<file path="config.mk">
export PLATFORM = sky130hd
export DESIGN_NAME = bus_arbiter
export DESIGN_NICKNAME = d
export VERILOG_FILES = /design/src/rtl/bus_arbiter.sv
export SDC_FILE = /design/constraint.sdc
export NUM_CORES = 1
export LEC_CHECK = 0
export CORE_AREA = 4 4 100 102
export DETAILED_ROUTE_END_ITERATION = 16
export DIE_AREA = 0 0 104 106
export PLACE_DENSITY = 0.71
export SETUP_SLACK_MARGIN = 0.15
export SLEW_MARGIN = 20
export SYNTH_ARGS = -nofsm -noshare
export SYNTH_HDL_FRONTEND = slang
export SYNTH_SLANG_ARGS = --single-unit
</file>
<file path="constraint.sdc">
create_clock -name clk -period 2.2 [get_ports clk]
set_input_delay 0.44 -clock clk [delete_from_list [all_inputs] [get_ports clk]]
set_output_delay 0.44 -clock clk [all_outputs]
set_load 0.01 [all_outputs]
</file>
<file path="src/rtl/bus_arbiter.sv">
// bus_arbiter: four-master round-robin bus arbiter with owner-side bus multiplexer.
//
// Ports:
//   clk, reset                  clock and asynchronous active-high reset
//   mN_req_                     active-low bus request from master N (N = 0..3)
//   mN_addr, mN_as_, mN_rw      address, active-low strobe, direction (1 = read) from master N
//   mN_wr_data                  write data from master N
//   mN_grnt_                    active-low grant to master N, exactly one low at all times
//   bus_addr, bus_as_, bus_rw,
//   bus_wr_data                 owner's signals forwarded to the address decoder / bus
//   arb_timeout                 one-cycle pulse on a forced hand-over
//
// Optional feature macro: BUS_ARB_TIMEOUT_EN
//   defined   - a contended owner is forced off after MAX_HOLD cycles, pulsing arb_timeout
//   undefined - the owner holds indefinitely and arb_timeout is tied low
`ifndef BUS_ADDR_WIDTH
`define BUS_ADDR_WIDTH 16
`endif
module bus_arbiter #(
    parameter int ADDR_W   = `BUS_ADDR_WIDTH,
    parameter int DATA_W   = 32,
    parameter int MAX_HOLD = 16
) (
    input  logic              clk,
    input  logic              reset,
    input  logic              m0_req_,
    input  logic              m1_req_,
    input  logic              m2_req_,
    input  logic              m3_req_,
    input  logic [ADDR_W-1:0] m0_addr,
    input  logic [ADDR_W-1:0] m1_addr,
    input  logic [ADDR_W-1:0] m2_addr,
    input  logic [ADDR_W-1:0] m3_addr,
    input  logic              m0_as_,
    input  logic              m1_as_,
    input  logic              m2_as_,
    input  logic              m3_as_,
    input  logic              m0_rw,
    input  logic              m1_rw,
    input  logic              m2_rw,
    input  logic              m3_rw,
    input  logic [DATA_W-1:0] m0_wr_data,
    input  logic [DATA_W-1:0] m1_wr_data,
    input  logic [DATA_W-1:0] m2_wr_data,
    input  logic [DATA_W-1:0] m3_wr_data,
    output logic              m0_grnt_,
    output logic              m1_grnt_,
    output logic              m2_grnt_,
    output logic              m3_grnt_,
    output logic [ADDR_W-1:0] bus_addr,
    output logic              bus_as_,
    output logic              bus_rw,
    output logic [DATA_W-1:0] bus_wr_data,
    output logic              arb_timeout
);
    typedef enum logic [1:0] {OWN0, OWN1, OWN2, OWN3} owner_t;
    owner_t     owner_q, owner_d, nxt;
    logic [3:0] req;
    logic       own_req, other_req;
    assign req       = ~{m3_req_, m2_req_, m1_req_, m0_req_};
    assign own_req   = req[owner_q];
    assign other_req = |(req & ~(4'b0001 << owner_q));
    // Scan farthest-first so the closest requester in round-robin order wins;
    // with no other requester nxt stays on the owner, which parks the bus.
    always_comb begin
        nxt = owner_q;
        for (int i = 3; i >= 1; i--)
            if (req[2'(owner_q) + 2'(i)]) nxt = owner_t'(2'(owner_q) + 2'(i));
    end
`ifdef BUS_ARB_TIMEOUT_EN
    localparam int HW = $clog2(MAX_HOLD + 1);
    logic [HW-1:0] hold_q, hold_d;
    logic          force_ho, to_q;
    // The edge that would bring the count to MAX_HOLD is the forcing edge.
    assign force_ho    = own_req && other_req && hold_q == HW'(MAX_HOLD - 1);
    assign hold_d      = (own_req && other_req && !force_ho) ? hold_q + 1'b1 : '0;
    assign owner_d     = (!own_req || force_ho) ? nxt : owner_q;
    assign arb_timeout = to_q;
    always_ff @(posedge clk or posedge reset)
        if (reset) begin
            owner_q <= OWN0;
            hold_q  <= '0;
            to_q    <= 1'b0;
        end else begin
            owner_q <= owner_d;
            hold_q  <= hold_d;
            to_q    <= force_ho;
        end
`else
    assign owner_d     = own_req ? owner_q : nxt;
    assign arb_timeout = 1'b0;
    always_ff @(posedge clk or posedge reset)
        if (reset) owner_q <= OWN0;
        else       owner_q <= owner_d;
`endif
    assign m0_grnt_    = owner_q != OWN0;
    assign m1_grnt_    = owner_q != OWN1;
    assign m2_grnt_    = owner_q != OWN2;
    assign m3_grnt_    = owner_q != OWN3;
    assign bus_addr    = owner_q == OWN0 ? m0_addr : owner_q == OWN1 ? m1_addr :
                         owner_q == OWN2 ? m2_addr : m3_addr;
    assign bus_as_     = owner_q == OWN0 ? m0_as_ : owner_q == OWN1 ? m1_as_ :
                         owner_q == OWN2 ? m2_as_ : m3_as_;
    assign bus_rw      = owner_q == OWN0 ? m0_rw : owner_q == OWN1 ? m1_rw :
                         owner_q == OWN2 ? m2_rw : m3_rw;
    assign bus_wr_data = owner_q == OWN0 ? m0_wr_data : owner_q == OWN1 ? m1_wr_data :
                         owner_q == OWN2 ? m2_wr_data : m3_wr_data;
endmodule

</file>
# Word-level counts from Yosys, hierarchy flattened
# Cells that the tools add are included.
# word_totals
reg_bits	2
inputBits	206
output_inout_bits	55
elab_cells	42
# op_classes
addsub	3
n_lt_le_gt_ge	4
eq_ne	5
mux	23
n_bitwise	2
n_reduce_logical	4
# ops
cell	n
$mux 32	3
$mux 16	3
$lt 2x3->1 const B	4
$mux 1	10
$bmux 1 s2	4
$mux 2	3
$add 2x2->2 const B	2
$ne 2x2->1 const B	2
$not 4->4	1
$reduce_bool 3->1	1
$add 2x1->2 const B	1
$eq 2x1->1 const B	1
$eq 2x2->1 const B	1
$logic_not 2->1	1
$ne 2x1->1 const B	1
$reduce_and 2->1	1
$reduce_bool 2->1	1
$not 1->1	1

# Depth between registers and ports, before layout
# Gate-level depths: netlist (run 1).
# logic_depth
depth_word	6
depth_mapped	9
mapped_depth_nobuf	6

# Worst setup path after synthesis (run 1)
# OpenSTA, ideal clock, no wires.
# synth_timing
path_kind	register -> output
from	register owner_q[0]
to	output port bus_wr_data[17]
t_arrival_ns	1.528
t_required_ns	1.760
path_slack_ns	0.232
path_stages_with_launch	10
n_path_buf	3
path_cell_list	dfrtp_1 > buf_6 > inv_1 > ha_1 > buf_4 > buf_6 > mux2i_1 > nor2_1 > a21oi_1 > o21ai_1
# synth_via
elab_chain_cells	4
elab_cells_between_ends	6
classes_between	eq/ne (2); mux (3); reduce/logical (1)
# synth_lines
element	line	source
start: declaration	57	owner_t owner_q, owner_d, nxt;
start signal: assignment	94	else owner_q <= owner_d;
$eq 2x2->1	107	owner_q == OWN2 ? m2_wr_data : m3_wr_data;
$mux 32	107	
$mux 32	106	assign bus_wr_data = owner_q == OWN0 ? m0_wr_data : owner_q == OWN1 ? m1_wr_data :
$mux 32 (*)	106	
end: declaration	53	output logic [DATA_W-1:0] bus_wr_data,
# Mark *: on every way between the ends. The rest lies on a longest branch, timed or not.

# Worst setup path in the final report (run 1)
# layout_timing
from	register owner_q[1]
to	output port bus_addr[1]
# layout_via
elab_chain_cells	4
elab_cells_between_ends	6
classes_between	eq/ne (2); mux (3); reduce/logical (1)
# layout_lines
element	line	source
$eq 2x2->1	101	owner_q == OWN2 ? m2_addr : m3_addr;
$mux 16	101	
$mux 16	100	assign bus_addr = owner_q == OWN0 ? m0_addr : owner_q == OWN1 ? m1_addr :
$mux 16 (*)	100	
end: declaration	50	output logic [ADDR_W-1:0] bus_addr,
# Marked as above.

==> results of run 1 <==
## cell type report
class	count	area, um^2
Clock buffer	3	41.3
Multi-Input combinational cell	289	1740
Sequential cell	2	51.3
Inverter	7	26.3
Fill cell	898	4080
Timing Repair Buffer	304	3040
Tap cell	111	139
## worst max path at each step
stage                      startpoint              end  slack, ps  depth (start not counted)
6_report       owner_q[1]$_DFFE_PP0P_      bus_addr[1]        -20                          9
5_1_grt        owner_q[0]$_DFFE_PP0P_  bus_wr_data[17]       -130                         10
4_1_cts        owner_q[0]$_DFFE_PP0P_  bus_wr_data[22]        -30                         10
3_5_place_dp   owner_q[0]$_DFFE_PP0P_     bus_addr[12]       -100                          8
3_3_place_gp            m3_wr_data[2]   bus_wr_data[2]        -70                          6
2_1_floorplan  owner_q[0]$_DFFE_PP0P_  bus_wr_data[17]        230                          9
## through the flow
stage	setup TNS [ps]	hold slack (ps)
2_1_floorplan	0	181
3_3_place_gp	-1290	616
3_5_place_dp	-2830	620
4_1_cts	-133	404
5_1_grt	-3220	417
6_report	-22.5	418
## power by group
group	total [uW]	leakage, uW	switching (uW)	internal (uW)
Combinational	5510	0.00201	2610	2900
Sequential	84.4	0.0000218	24.3	60.1
Clock	139	0.0000216	24.0	115
Total	5730	0.00206	2660	3080
## what timing repair did
action | in CTS | in global routing
hold endpoints to repair | 0 | 0
pin swaps | 5 | 12
cloned | 9 | 1
resized for setup | 224 | 17
setup endpoints to repair | 53 | 51
buffers inserted | 12 | 4
## critical path, stage by stage (launching register included)
cell and delay [ps]:
dfrtp_2 430, ha_4 190, buf_6 120, buf_6 130
buf_16 140, mux2i_1 110, nor2_1 130, a21oi_2 40
o21ai_1 130, buf_2 150
## synthesized netlist by cell type
| cell | number | share of area [%] |
|---|---|---|
| a211oi_1 | 1 | 0.38 |
| a21o_1 | 1 | 0.38 |
| a21oi_1 | 51 | 13 |
| a221oi_2 | 1 | 0.77 |
| a31oi_1 | 1 | 0.32 |
| a32oi_1 | 1 | 0.45 |
| and2_4 | 1 | 0.45 |
| and2b_1 | 1 | 0.38 |
| buf_2 | 6 | 1.5 |
| buf_4 | 5 | 1.9 |
| buf_6 | 8 | 4.6 |
| clkbuf_1 | 16 | 3.1 |
| conb_1 | 1 | 0.19 |
| dfrtp_1 | 2 | 2.6 |
| ha_1 | 4 | 2.6 |
| inv_1 | 7 | 1.3 |
| mux2_2 | 1 | 0.58 |
| mux2_4 | 1 | 0.77 |
| mux2i_1 | 53 | 27 |
| nand2_1 | 51 | 9.8 |
| nand2b_1 | 1 | 0.32 |
| nand3_1 | 6 | 1.5 |
| nor2_1 | 53 | 10 |
| nor2b_1 | 3 | 0.96 |
| o211ai_1 | 1 | 0.38 |
| o21ai_0 | 4 | 1.0 |
| o21ai_1 | 51 | 13 |
| o221ai_1 | 1 | 0.45 |
## routing by layer
metal  wire [um]  share of wire, %  vias up  GRT usage [%]
li1            -                 -     1702              -
met1        4300                37     1461           20.2
met2        6240                54      138           37.0
met3         847               7.3       12           4.61
met4         146               1.3        0           3.23
met5           0                 0        -              0
## cell families after synthesis
| family | count (synthesis) | share of synthesized area (%) |
|---|---|---|
| adders and majority gates | 4 | 2.56 |
| muxes | 55 | 28.4 |
| AOI/OAI and AO/OA | 113 | 30.2 |
| and+or+nand+nor | 116 | 23.6 |
| buffers and inverters | 42 | 12.5 |
| other | 1 | 0.192 |
| DFF | 2 | 2.56 |
==> flow_summary.toml, run 1 <==
[placed_design]
gp_congestion = 0.831
io_buffer_count = 259
dp.final_hpwl_mm = 8.77
dp.cells = 687
placedInstanceArea_um2 = 4730
pre_cts_ws_ps = -104

[timing]
finClkSkew_ps = 1.37
finalSetupViolCount = 2
rsz0062_at_grt = "yes"
finalCriticalPeriod_ps = 2220
finalHoldViolCount = 0
setup_ws_ps = -15.2
drv_slew = 0
fin_crit_sh_pct = 101
fmax_mhz = 451

[drt]
drtIter0Drc = 100
routed_via_density = 4.63
drtAntennaViolNets = 0
dr.pass1.iters = 4
drc = 0
wl_per_cell_um = 16.1
wirelength_mm = 11.5
vias = 3313

[power]
peakVddDrop_mv = 0.517
p_per_area_nw_per_um2 = 1140
power_uw = 5730
p_leak_uw = 0.00206

[status]
outcome = "finished with violations"
failed_checks = "setup timing"

[yosys]
ys_seq_elements = 2
synthDistinctLibCells = 28
synth_nets = 543
ys_seq_area_share_pct = 2.56
ys.warnings.count = 0
synth_area_um2 = 1960
avgSynthCellArea_um2 = 5.88
synthCells = 333

[global_route]
overflow = 0
grt_max_degree = 48
antenna_found_initial = 0
grt_pass1_vias = 3243
grtUsageTotal_pct = 18.7
grt_pass1_wl_mm = 17.0

[clock_network]
cts_buffers = 3
clkTransAtPathRegs_ps = 30
root_buffer = "clkbuf_8"
clock_sinks = 2
clkLatencyLatePin_ps = 200
cts_tree = "yes"
htreeDepth = 1
clk_path_buf_depth = 2
hold_buffers = 0

[setup_path]
critPathKind = "flip-flop to primary output"
rr_endpoint = "owner_q[1]$_DFFE_PP0P_"
worstPathRequired_ps = 1760
regToRegSetupSlack_ps = 590
worstRegToRegCells = 8
startpoint_type = "flip-flop"
crit_arrival_ps = 1780
cp-end-kind = "primary output"
r2r-start = "owner_q[0]$_DFFE_PP0P_"
crit_fanout = 5

[floorplanning]
io_pins = 261
start_util_pct = 21.5
die_x_um = 104
rows = 35
coreArea_um2 = 9110
die-area_um2 = 11000
die_y_um = 106

[min_path]
hp-class = "primary input to async pin"

[job]
max_cap_violations = 0

[final_layout]
final_nets = 817
final_common_cell = "clkdlybuf4s50_1"
largest_reg_flops = 2
final_util_pct = 55.2
drive_gt1_share_pct = 19.7
most-common-layout-cells = "clkdlybuf4s50_1, nor2_1, mux2i_1, nand2_1, buf_2"
final_area_um2 = 5030
top_register = "owner_q"
largestRegisters = "owner_q: 2 flops"
n_antenna_cell = 0
areaGrowthSynthToFinish_pct = 157
instances_no_fill = 716
(Power assumes the default switching activity.)
==> run 2: changes to the inputs <==
--- a/config.mk
+++ b/config.mk
@@ -8,6 +8,7 @@
 export CORE_AREA = 4 4 100 102
 export DETAILED_ROUTE_END_ITERATION = 16
 export DIE_AREA = 0 0 104 106
+export GPL_ROUTABILITY_DRIVEN = 0
 export PLACE_DENSITY = 0.71
 export SETUP_SLACK_MARGIN = 0.15
 export SLEW_MARGIN = 20
==> results of run 2 <==
No change in the layout: final DEF, timing and power equal those of run 1.
